## src/rtl/stream_byteswap_pipe_pkg.sv

```systemverilog
// Shared types, CSR map and byte-reordering helper for the stream byte-order converter.
package stream_byteswap_pkg;

    typedef enum logic [1:0] {
        PASS   = 2'd0,
        FULL   = 2'd1,
        HALF16 = 2'd2,
        WORD32 = 2'd3
    } swap_mode_e;

    localparam logic [1:0] CSR_CTRL     = 2'd0;
    localparam logic [1:0] CSR_PKT_CNT  = 2'd1;
    localparam logic [1:0] CSR_BEAT_CNT = 2'd2;
    localparam logic [1:0] CSR_STATUS   = 2'd3;

    localparam int unsigned ST_IN_PKT   = 0;
    localparam int unsigned ST_MODE_LSB = 1;
    localparam int unsigned ST_MODE_MSB = 2;
    localparam int unsigned ST_PERR     = 8;

    // Widest stream the helper handles; callers zero-extend into and truncate out of it.
    localparam int unsigned MAX_BYTES = 64;
    localparam int unsigned MAX_W     = MAX_BYTES * 8;

    function automatic logic [MAX_W-1:0] byteswap(input logic [MAX_W-1:0] d,
                                                  input int unsigned nbytes,
                                                  input int unsigned lane);
        logic [MAX_W-1:0] r;
        int unsigned src;
        r = '0;
        for (int unsigned i = 0; i < MAX_BYTES; i++) begin
            if (i < nbytes) begin
                src = (i / lane) * lane + (lane - 1 - (i % lane));
                r[i*8 +: 8] = d[src*8 +: 8];
            end
        end
        return r;
    endfunction

endpackage

```

## src/rtl/stream_byteswap_pipe_if.sv

```systemverilog
// Avalon-ST in/out streams plus Avalon-MM CSR bus of the byte-order converter.
interface stream_byteswap_pipe_if #(
    parameter int unsigned DATA_BYTES = 8
);
    localparam int unsigned EMPTY_W = $clog2(DATA_BYTES);

    logic [DATA_BYTES*8-1:0] stream_in_data;
    logic [EMPTY_W-1:0]      stream_in_empty;
    logic                    stream_in_valid;
    logic                    stream_in_startofpacket;
    logic                    stream_in_endofpacket;
    logic                    stream_in_ready;

    logic [DATA_BYTES*8-1:0] stream_out_data;
    logic [EMPTY_W-1:0]      stream_out_empty;
    logic                    stream_out_valid;
    logic                    stream_out_startofpacket;
    logic                    stream_out_endofpacket;
    logic                    stream_out_ready;

    logic [1:0]              csr_address;
    logic                    csr_read;
    logic                    csr_write;
    logic [31:0]             csr_writedata;
    logic [31:0]             csr_readdata;
    logic                    csr_readdatavalid;
    logic                    csr_waitrequest;

    modport master (
        output stream_in_data, stream_in_empty, stream_in_valid,
               stream_in_startofpacket, stream_in_endofpacket, stream_out_ready,
               csr_address, csr_read, csr_write, csr_writedata,
        input  stream_in_ready, stream_out_data, stream_out_empty, stream_out_valid,
               stream_out_startofpacket, stream_out_endofpacket,
               csr_readdata, csr_readdatavalid, csr_waitrequest
    );

    modport slave (
        input  stream_in_data, stream_in_empty, stream_in_valid,
               stream_in_startofpacket, stream_in_endofpacket, stream_out_ready,
               csr_address, csr_read, csr_write, csr_writedata,
        output stream_in_ready, stream_out_data, stream_out_empty, stream_out_valid,
               stream_out_startofpacket, stream_out_endofpacket,
               csr_readdata, csr_readdatavalid, csr_waitrequest
    );

endinterface

```

## src/rtl/stream_byteswap_pipe_skid.sv

```systemverilog
// Two-entry ready/valid buffer: output register plus one skid slot, ready driven from a flop.
module stream_skid_buffer #(
    parameter int unsigned WIDTH = 8
) (
    input  logic             clk,
    input  logic             reset_n,
    input  logic [WIDTH-1:0] in_data,
    input  logic             in_valid,
    output logic             in_ready,
    output logic [WIDTH-1:0] out_data,
    output logic             out_valid,
    input  logic             out_ready
);
    logic [WIDTH-1:0] skid_data, skid_data_n, out_data_n;
    logic             skid_valid, skid_valid_n, out_valid_n;
    logic             push, pop;

    assign push = in_valid && in_ready;
    assign pop  = out_valid && out_ready;

    // in_ready mirrors !skid_valid, so a push never coincides with a skid refill.
    always_comb begin
        out_data_n   = out_data;
        out_valid_n  = out_valid;
        skid_data_n  = skid_data;
        skid_valid_n = skid_valid;
        if (pop) begin
            out_valid_n = 1'b0;
            if (skid_valid) begin
                out_data_n   = skid_data;
                out_valid_n  = 1'b1;
                skid_valid_n = 1'b0;
            end
        end
        if (push) begin
            if (!out_valid || pop) begin
                out_data_n  = in_data;
                out_valid_n = 1'b1;
            end else begin
                skid_data_n  = in_data;
                skid_valid_n = 1'b1;
            end
        end
    end

    always_ff @(posedge clk or negedge reset_n) begin
        if (!reset_n) begin
            out_data   <= '0;
            out_valid  <= 1'b0;
            skid_data  <= '0;
            skid_valid <= 1'b0;
            in_ready   <= 1'b0;
        end else begin
            out_data   <= out_data_n;
            out_valid  <= out_valid_n;
            skid_data  <= skid_data_n;
            skid_valid <= skid_valid_n;
            in_ready   <= !skid_valid_n;
        end
    end

endmodule

```

## src/rtl/stream_byteswap_pipe.sv

```systemverilog
// Avalon-ST byte-order converter: per-packet swap mode, skid-buffered stream, CSR counters/status.
module stream_byteswap_pipe
    import stream_byteswap_pkg::*;
#(
    parameter int unsigned DATA_BYTES = 8
) (
    input  logic                  clk,
    input  logic                  reset_n,
    stream_byteswap_pipe_if.slave bus
);
    localparam int unsigned EMPTY_W = $clog2(DATA_BYTES);
    localparam int unsigned DW      = DATA_BYTES * 8;
    localparam int unsigned SKID_W  = DW + EMPTY_W + 2;

    swap_mode_e        pending_mode, active_mode, eff_mode;
    logic [31:0]       pkt_cnt, beat_cnt, rd_mux, status;
    logic              in_packet, perr;
    logic              in_acc, sop_acc, perr_set, csr_wr;
    logic [MAX_W-1:0]  din_ext;
    logic [DW-1:0]     sw_full, sw_half, sw_word, swapped;
    logic [SKID_W-1:0] skid_in, skid_out;

    assign in_acc  = bus.stream_in_valid && bus.stream_in_ready;
    assign sop_acc = in_acc && bus.stream_in_startofpacket;
    assign csr_wr  = bus.csr_write && !bus.csr_read;
    assign perr_set = in_acc && (bus.stream_in_startofpacket ? in_packet : !in_packet);

    // An SOP beat picks up pending_mode directly so it already uses the mode it loads.
    assign eff_mode = bus.stream_in_startofpacket ? pending_mode : active_mode;

    assign din_ext = MAX_W'(bus.stream_in_data);
    assign sw_full = DW'(byteswap(din_ext, DATA_BYTES, DATA_BYTES));
    assign sw_half = DW'(byteswap(din_ext, DATA_BYTES, 2));
    assign sw_word = DW'(byteswap(din_ext, DATA_BYTES, 4));

    always_comb begin
        case (eff_mode)
            FULL:    swapped = sw_full;
            HALF16:  swapped = sw_half;
            WORD32:  swapped = sw_word;
            default: swapped = bus.stream_in_data;
        endcase
    end

    assign skid_in = {swapped, bus.stream_in_empty,
                      bus.stream_in_startofpacket, bus.stream_in_endofpacket};

    stream_skid_buffer #(.WIDTH(SKID_W)) u_skid (
        .clk       (clk),
        .reset_n   (reset_n),
        .in_data   (skid_in),
        .in_valid  (bus.stream_in_valid),
        .in_ready  (bus.stream_in_ready),
        .out_data  (skid_out),
        .out_valid (bus.stream_out_valid),
        .out_ready (bus.stream_out_ready)
    );

    assign {bus.stream_out_data, bus.stream_out_empty,
            bus.stream_out_startofpacket, bus.stream_out_endofpacket} = skid_out;
    assign bus.csr_waitrequest = 1'b0;

    always_comb begin
        status                          = '0;
        status[ST_IN_PKT]               = in_packet;
        status[ST_MODE_MSB:ST_MODE_LSB] = active_mode;
        status[ST_PERR]                 = perr;
        case (bus.csr_address)
            CSR_CTRL:     rd_mux = {30'd0, pending_mode};
            CSR_PKT_CNT:  rd_mux = pkt_cnt;
            CSR_BEAT_CNT: rd_mux = beat_cnt;
            default:      rd_mux = status;
        endcase
    end

    always_ff @(posedge clk or negedge reset_n) begin
        if (!reset_n) begin
            pending_mode          <= PASS;
            active_mode           <= PASS;
            pkt_cnt               <= '0;
            beat_cnt              <= '0;
            in_packet             <= 1'b0;
            perr                  <= 1'b0;
            bus.csr_readdata      <= '0;
            bus.csr_readdatavalid <= 1'b0;
        end else begin
            if (csr_wr && bus.csr_address == CSR_CTRL)
                pending_mode <= swap_mode_e'(bus.csr_writedata[1:0]);
            if (sop_acc)
                active_mode <= pending_mode;

            if (csr_wr && bus.csr_address == CSR_PKT_CNT)
                pkt_cnt <= sop_acc ? 32'd1 : 32'd0;
            else if (sop_acc)
                pkt_cnt <= pkt_cnt + 32'd1;

            if (csr_wr && bus.csr_address == CSR_BEAT_CNT)
                beat_cnt <= in_acc ? 32'd1 : 32'd0;
            else if (in_acc)
                beat_cnt <= beat_cnt + 32'd1;

            if (in_acc) begin
                if (bus.stream_in_endofpacket)
                    in_packet <= 1'b0;
                else if (bus.stream_in_startofpacket)
                    in_packet <= 1'b1;
            end

            if (perr_set)
                perr <= 1'b1;
            else if (csr_wr && bus.csr_address == CSR_STATUS && bus.csr_writedata[ST_PERR])
                perr <= 1'b0;

            bus.csr_readdatavalid <= bus.csr_read;
            if (bus.csr_read)
                bus.csr_readdata <= rd_mux;
        end
    end

endmodule

```

## src/flat_wrapper.sv

```systemverilog
// flat-port wrapper written by rule: the top's interface ports become plain ports
module stream_byteswap_pipe_flat import stream_byteswap_pkg::*;
#(
    parameter int unsigned DATA_BYTES = 8
)
  (clk, reset_n, bus_stream_in_data, bus_stream_in_empty, bus_stream_in_valid, bus_stream_in_startofpacket, bus_stream_in_endofpacket, bus_stream_out_ready, bus_csr_address, bus_csr_read, bus_csr_write, bus_csr_writedata, bus_stream_in_ready, bus_stream_out_data, bus_stream_out_empty, bus_stream_out_valid, bus_stream_out_startofpacket, bus_stream_out_endofpacket, bus_csr_readdata, bus_csr_readdatavalid, bus_csr_waitrequest);
  stream_byteswap_pipe_if #(.DATA_BYTES(DATA_BYTES)) bus_i ();
  input  logic clk;
  input  logic reset_n;
  input wire logic [$bits(bus_i.stream_in_data)-1:0] bus_stream_in_data;
  input wire logic [$bits(bus_i.stream_in_empty)-1:0] bus_stream_in_empty;
  input wire logic [$bits(bus_i.stream_in_valid)-1:0] bus_stream_in_valid;
  input wire logic [$bits(bus_i.stream_in_startofpacket)-1:0] bus_stream_in_startofpacket;
  input wire logic [$bits(bus_i.stream_in_endofpacket)-1:0] bus_stream_in_endofpacket;
  input wire logic [$bits(bus_i.stream_out_ready)-1:0] bus_stream_out_ready;
  input wire logic [$bits(bus_i.csr_address)-1:0] bus_csr_address;
  input wire logic [$bits(bus_i.csr_read)-1:0] bus_csr_read;
  input wire logic [$bits(bus_i.csr_write)-1:0] bus_csr_write;
  input wire logic [$bits(bus_i.csr_writedata)-1:0] bus_csr_writedata;
  output wire logic [$bits(bus_i.stream_in_ready)-1:0] bus_stream_in_ready;
  output wire logic [$bits(bus_i.stream_out_data)-1:0] bus_stream_out_data;
  output wire logic [$bits(bus_i.stream_out_empty)-1:0] bus_stream_out_empty;
  output wire logic [$bits(bus_i.stream_out_valid)-1:0] bus_stream_out_valid;
  output wire logic [$bits(bus_i.stream_out_startofpacket)-1:0] bus_stream_out_startofpacket;
  output wire logic [$bits(bus_i.stream_out_endofpacket)-1:0] bus_stream_out_endofpacket;
  output wire logic [$bits(bus_i.csr_readdata)-1:0] bus_csr_readdata;
  output wire logic [$bits(bus_i.csr_readdatavalid)-1:0] bus_csr_readdatavalid;
  output wire logic [$bits(bus_i.csr_waitrequest)-1:0] bus_csr_waitrequest;
  assign bus_i.stream_in_data = bus_stream_in_data;
  assign bus_i.stream_in_empty = bus_stream_in_empty;
  assign bus_i.stream_in_valid = bus_stream_in_valid;
  assign bus_i.stream_in_startofpacket = bus_stream_in_startofpacket;
  assign bus_i.stream_in_endofpacket = bus_stream_in_endofpacket;
  assign bus_i.stream_out_ready = bus_stream_out_ready;
  assign bus_i.csr_address = bus_csr_address;
  assign bus_i.csr_read = bus_csr_read;
  assign bus_i.csr_write = bus_csr_write;
  assign bus_i.csr_writedata = bus_csr_writedata;
  assign bus_stream_in_ready = bus_i.stream_in_ready;
  assign bus_stream_out_data = bus_i.stream_out_data;
  assign bus_stream_out_empty = bus_i.stream_out_empty;
  assign bus_stream_out_valid = bus_i.stream_out_valid;
  assign bus_stream_out_startofpacket = bus_i.stream_out_startofpacket;
  assign bus_stream_out_endofpacket = bus_i.stream_out_endofpacket;
  assign bus_csr_readdata = bus_i.csr_readdata;
  assign bus_csr_readdatavalid = bus_i.csr_readdatavalid;
  assign bus_csr_waitrequest = bus_i.csr_waitrequest;
  stream_byteswap_pipe #(.DATA_BYTES(DATA_BYTES)) u_core (.clk(clk), .reset_n(reset_n), .bus(bus_i));
endmodule
```

## config.mk

```make
export PLATFORM = sky130hd
export DESIGN_NAME = stream_byteswap_pipe_flat
export DESIGN_NICKNAME = d
export VERILOG_FILES = /design/src/rtl/stream_byteswap_pipe_pkg.sv /design/src/rtl/stream_byteswap_pipe_if.sv /design/src/rtl/stream_byteswap_pipe_skid.sv /design/src/rtl/stream_byteswap_pipe.sv /design/src/flat_wrapper.sv
export SDC_FILE = /design/constraint.sdc
export NUM_CORES = 1
export LEC_CHECK = 0
export ABC_AREA = 1
export BUFFER_PORTS_ARGS = -buffer_cell sky130_fd_sc_hd__buf_2
export CORE_AREA = 2 2 219 113
export CTS_CLUSTER_DIAMETER = 40
export DETAILED_ROUTE_END_ITERATION = 12
export DIE_AREA = 0 0 221 115
export GPL_TIMING_DRIVEN = 0
export PLACE_DENSITY = 0.8
export SLEW_MARGIN = 10
export SYNTH_ARGS = -nofsm -noshare
export SYNTH_HDL_FRONTEND = slang
export SYNTH_SLANG_ARGS = --single-unit
```

## constraint.sdc

```tcl
create_clock -name clk -period 1.8 [get_ports clk]
set_clock_uncertainty 0.05 [all_clocks]
set_input_delay 0.18 -clock clk [delete_from_list [all_inputs] [get_ports clk]]
set_output_delay 0.18 -clock clk [all_outputs]
set_load 0.005 [all_outputs]
```

* Yosys cells after proc, flatten, opt, wreduce, memory -nomap -nowiden *
Cells that the tools add are included.

storage, ports and cells
  input bits = 109
  register bits = 244
  output and inout bits = 105
  logic and storage cells = 69
  RAM bits = 0
  memories = 0
  bits in read-only memories = 0
  latch bits = 0

cells by class
  shift operators = 0
  mux-type cells = 25
  bitwise operators = 1
  equal/unequal tests = 6
  reduce and logical (&&, ||, !) cells = 22
  $lt $le $gt $ge = 0
  divide/modulo/power cells = 0
  add/sub/neg operators = 2
  multiply operators = 0

operators with widths
  operator                                                               count
  69-bit two-way mux                                                     4
  64-bit case mux with 3 select lines                                    1
  32-bit two-way mux                                                     4
  32-bit case mux with 3 select lines                                    1
  32-bit by 1-bit adder with 32-bit output, second input constant        2
  1-bit two-way mux                                                      14
  1-bit logical AND                                                      10
  2-bit equality test, second input constant                             4
  2-bit nonzero test                                                     4
  2-bit by 1-bit equality test with 1-bit output, second input constant  2
  1-bit zero test                                                        4
  2-bit AND reduction                                                    2
  2-bit zero test                                                        1
  2-bit two-way mux                                                      1
  1-bit logical OR                                                       1
  1-bit NOT                                                              1

* Logic depth before layout (Yosys ltp) *
  depth in word-level cells = 6
  depth in mapped cells = 11

* Cells and area by module *
Synthesis repeated with hierarchy kept, for this count alone.

second synthesis, totals
  cell total of the unflattened synthesis = 2,027
  area, all modules = 14,098.5 µm²

modules (own cells, without submodules)
  module                area an instance (µm²)  cells an instance  times used  seq. area each (µm²)
  stream_byteswap_pipe  7,224.4                 1,116              1           2,577.5
  stream_skid_buffer    6,874.1                 911                1           3,528.4

* Worst setup path before layout *
OpenSTA, ideal clock, no wires.

  path type = reg-to-reg
  from = register u_core.u_skid.in_ready
  to = register u_core.u_skid.skid_data[33]
  data arrival time = 1,468 ps
  clock period less this slack = 1,584 ps
  slack = 216 ps
  buffers on the path = 3
  library setup time = 66 ps
  stages on the path, launching flop included = 8
  cell sequence = dfrtp_1 nand2_1 buf_2 nor2_1 buf_2 buf_1 nand2_1 nand2_1

on the way
  cells in the longest elaborated chain, start to end = 2

RTL lines
  what                           RTL line                         text
  start, declared                stream_byteswap_pipe_skid.sv:9   output logic in_ready,
  start signal, assigned         stream_byteswap_pipe_skid.sv:58  in_ready <= !skid_valid_n;
  1-bit logical AND              stream_byteswap_pipe_skid.sv:18  assign push = in_valid && in_ready;
  2-bit AND reduction (no line)  -
  end signal, assigned           stream_byteswap_pipe_skid.sv:56  skid_data <= skid_data_n;
  end, declared                  stream_byteswap_pipe_skid.sv:14  logic [WIDTH-1:0] skid_data, skid_data_n, out_data_n;

No other way between the ends.
A chain may end at the register's enable or synchronous reset.

* Worst setup path after layout *
  from = register u_core.active_mode[0]
  to = register u_core.u_skid.out_data[8]

on the way
  cells in the longest elaborated chain, start to end = 5
  elaborated cells between the ends (all ways) = 7
  classes of those cells = eq/ne: 3; mux: 4

RTL lines
  what                                                                                          RTL line                         text
  start, declared                                                                               stream_byteswap_pipe.sv:15       swap_mode_e pending_mode, active_mode, eff_mode;
  start signal, assigned                                                                        stream_byteswap_pipe.sv:90       active_mode <= pending_mode;
  2-bit two-way mux *                                                                           stream_byteswap_pipe.sv:29       assign eff_mode = bus.stream_in_startofpacket ? pending_mode : active_mode;
  2-bit equality test / 2-bit by 1-bit equality test with 1-bit output (equally long branches)  stream_byteswap_pipe.sv:37       case (eff_mode)
  64-bit case mux with 3 select lines *                                                         stream_byteswap_pipe.sv:37
  69-bit two-way mux *                                                                          stream_byteswap_pipe_skid.sv:36  if (!out_valid || pop) begin
  69-bit two-way mux *                                                                          stream_byteswap_pipe_skid.sv:35  if (push) begin
  net u_core.u_skid.out_data_n[8]                                                               stream_byteswap_pipe_skid.sv:14
  end signal, assigned                                                                          stream_byteswap_pipe_skid.sv:54  out_data <= out_data_n;
  end, declared                                                                                 stream_byteswap_pipe_skid.sv:10  output logic [WIDTH-1:0] out_data,

The timed path passes the listed nets; every way through them passes the cells marked *.

==> reports/metrics.cfg <==
[synth]
synth-edff-count=0
netlist_instances=1829
synth.yosys.warnings=0
post_synth.cell_area_avg_sq_um=7.25
synth.yosys.seq_area_share_pct=46.0
yosys_cell_types=37
synth.cell_area_sq_um=13300
asyncSetResetFlopFracSynth_pct=100
synthFlopType=sky130_fd_sc_hd__dfrtp_1
yosys_register_bits=244
synthesis.nets=1940

[placed_design]
port_buffers=183
dpl.hpwl_mm=40.6
dpl-instance-area_sq_um=14600
place_worst_setup_slack_ns=-0.609
routabilityCongestion=1.01
dp.cells=2329

[drt]
routed-wl-met3_mm=8.92
route.detailed.wl_per_inst_um=22.2
drcViolationCount=0
detailedRoute.firstPassIterationCount=6
ant_nets=0
vias_per_cell=6.05
total_met2_wirelength_after_detailed_routing_mm=20.2
dr.first_iter.drc_count=2334
dr.max_layer_used=met4
routed_vias=14600
routed_wl_mm=53.6
detail_route.wirelength.met1_mm=24.0

[power]
power.net_switching_uw=9890
irDropWorstVdd_v=0.00116
power.share.switching_pct=41.3
total_leakage_power_uw=0.00795
clock_power_share_pct=23.2
power_density_nw_per_um2=1470
power.combinational.fraction_pct=40.9
power_frac_seq_pct=35.9
internal_power_uw=14100

[setup_path]
crit_path_cell_trace=o21ai_4 > nor2_2 > buf_4 > buf_4 > nand2_1 > nand4_1 > nand2_1 > nand2_1
timing_worst_setup_path_type=reg -> reg
critical_path.endpoint_type=register
path_common_cell=sky130_fd_sc_hd__nand2_1
worstPathRequired_ns=2.18
origin_of_the_worst_setup_path=u_core.active_mode[0]$_DFFE_PN0P_
cp-endpoint=u_core.u_skid.out_data[8]$_DFF_PN0_
worstRegToRegCells=8
worstReg2RegStart=u_core.active_mode[0]$_DFFE_PN0P_
rrSetupSlack_ns=-0.03
critPathSlowestCell=sky130_fd_sc_hd__dfrtp_2
worstSetupStartpointType=register
worstPathArrival_ns=2.21
reg2reg_to=u_core.u_skid.out_data[8]$_DFF_PN0_
crit_path_max_fanout=10
worst_path_largest_cell_delay_ns=0.45

[die]
die_y_um=115
initial_core_util_pct=56.3
die_area_sq_um=25400
num_io_pins=214
core_sq_um=23600
rows=40
floorplan.die.width_um=221

[timing]
unrepaired_setup_endpoints_after_global_routing=true
clock.fmax_mhz=547
post-route-min-period_ns=1.83
worstMarginPinSlew_ns=0.781
headroom_to_the_max_slew_limit_pct=47.7
number_of_max_slew_violations_in_the_final_report=0
period_share_pct=102
setup_viol=3
report.final.hold_viol_count=0
timing.final.ws_setup_ns=-0.0275

[clock_network]
worstSkewPairLatency_ns=0.56
cts_tree=built
cts-htree-levels=1
cts_root_buffer=sky130_fd_sc_hd__clkbuf_16
cts_buffer_count=27
path_clk_slew_ns=0.07
clock_sink_count=244
clockBufferDepth=3

[global_route]
grt_max_degree=92
first_global_vias=12800
antenna_found_initial=0
grt-ovfl-total=0
globalRouteTotalUtil_pct=41.0
wire_length_of_the_first_global_routing_pass_mm=78.2

[finish]
multiInputGateArea_sq_um=6640
post_route_cells_drive_above_1_share_pct=21.9
syn_to_final_growth_pct=23.0
final_cell_mix=sky130_fd_sc_hd__nand2_1, sky130_fd_sc_hd__dfrtp_1, sky130_fd_sc_hd__buf_2
post-route-util_pct=69.2
storage_cell_area_sq_um=6110
layout.cells.most_common=sky130_fd_sc_hd__nand2_1
design_area_sq_um=16300
layoutNonFillerInstCount=2416
fillerInstances=1914
layout.nets=2194

[hold_path]
hold_path_class=in -> reg

[flow_run]
timing.max_cap.violations=0

[outcome]
run_status=complete, but fails checks
violated_checks=negative setup slack

-- worst min path at each step --
stage                                start                                      end  slack, ns  cells past startpoint
finish                  bus_csr_address[1]       u_core.pending_mode[1]$_DFFE_PN0P_       0.02                      4
global route        bus_stream_in_data[42]  u_core.u_skid.skid_data[47]$_DFFE_PN0P_       0.05                      4
CTS                 bus_stream_in_data[43]  u_core.u_skid.skid_data[48]$_DFFE_PN0P_      0.007                      4
detailed placement                 reset_n          u_core.beat_cnt[28]$_DFFE_PN0P_       0.18                      1
global placement              bus_csr_read   u_core.bus.csr_readdatavalid$_DFF_PN0_       0.31                      1
floorplan                          reset_n        u_core.active_mode[0]$_DFFE_PN0P_      -0.17                      0
-- Yosys cell counts, types with 6 or more instances --
cell type / instances / area share, %
sky130_fd_sc_hd__buf_1: 6 / 0.17
sky130_fd_sc_hd__nand2_1: 679 / 19
sky130_fd_sc_hd__buf_2: 18 / 0.68
sky130_fd_sc_hd__a21oi_1: 40 / 1.5
sky130_fd_sc_hd__buf_4: 10 / 0.57
sky130_fd_sc_hd__clkbuf_1: 56 / 1.6
sky130_fd_sc_hd__o211ai_1: 45 / 2.5
sky130_fd_sc_hd__nand4_1: 53 / 2.5
sky130_fd_sc_hd__nor2_1: 170 / 4.8
sky130_fd_sc_hd__or2_2: 50 / 2.4
sky130_fd_sc_hd__nor3_1: 15 / 0.57
sky130_fd_sc_hd__o21ai_0: 90 / 3.4
sky130_fd_sc_hd__or2_1: 19 / 0.90
sky130_fd_sc_hd__a31oi_1: 32 / 1.5
sky130_fd_sc_hd__o21ai_1: 14 / 0.53
sky130_fd_sc_hd__nand3_1: 133 / 5.0
sky130_fd_sc_hd__mux2i_1: 14 / 1.1
sky130_fd_sc_hd__dfrtp_1: 244 / 46
sky130_fd_sc_hd__inv_1: 104 / 2.9
-- flip-flops by register name, indices dropped and copies added, names as in the netlist --
name and count:
u_core.u_skid.out_valid 1, u_core.active_mode 2, u_core.u_skid.skid_data 69, u_core.bus.csr_readdatavalid 1, u_core.beat_cnt 32, u_core.u_skid.skid_valid 1, u_core.in_packet 1, u_core.pending_mode 2
u_core.bus.csr_readdata 32, u_core.pkt_cnt 32, u_core.u_skid.out_data 69, u_core.u_skid.in_ready 1, u_core.perr 1
-- critical path, delay by kind of cell, from the launching register on --
family	cells	cell delay [ns]
compound gates	1	0.23
simple gates	5	0.62
buf+inv	2	0.35
flops	1	0.45
-- metal layers --
layer  vias up  track usage, %
li1       6487               -
met1      6986            66.0
met2      1071            51.5
met3        69            16.3
met4         0            4.97
met5         -               0
-- logic make-up (layout without fill, tap and decap cells) --
| group | Yosys count | after routing | share of synthesized area (%) |
|---|---|---|---|
| DFF | 244 | 244 | 46.0 |
| and+or+nand+nor | 1132 | 1132 | 36.2 |
| muxes | 14 | 14 | 1.06 |
| buffers and inverters | 199 | 470 | 6.08 |
| other | 1 | 2 | 0.0283 |
| xor gates and xnor gates | 1 | 1 | 0.0660 |
| adders and majority gates | 2 | 2 | 0.189 |
| AOI/OAI and AO/OA | 236 | 236 | 10.4 |
-- per-stage QoR --
stage | TNS, ns | power, uW | hold slack, ns
finish | -0.0382 | 23900 | 0.0188
floorplan | 0 | 13200 | -0.166
global route | -0.430 | 25000 | 0.0496
global placement | -951.65 | 16700 | 0.310
CTS | -0.451 | 22900 | 0.00718
detailed placement | -48.98 | 17000 | 0.182
-- area by class of cell --
class                   instances  share of cell area [%]
inverters                     109                    2.55
multi-input cells            1386                    40.7
repair buffers                227                    8.13
clock buffers                  34                    4.55
diodes                          1                  0.0153
flip-flops and latches        244                    37.4
plain buffers                  88                    3.40
well taps                     315                    2.42
clock inverters                12                   0.805
-- power groups by stage --
stage	Clock [uW]	Combinational (uW)	Sequential, uW
after detailed placement	0	8450	8550
after global placement	0	8210	8490
after floorplan	0	4940	8300
after CTS	5540	8880	8490
final	5560	9790	8590
after global routing	5770	10500	8730
-- repair_timing --
action | CTS | global route
pin swaps | 7 | 29
gates resized for setup | 67 | 129
buffers inserted | 14 | 15
cloned | 0 | 2
hold buffers | 11 | 0
hold endpoints to repair | 103 | 0
setup endpoints to repair | 169 | 156
Power figures use the tool's default switching activity.
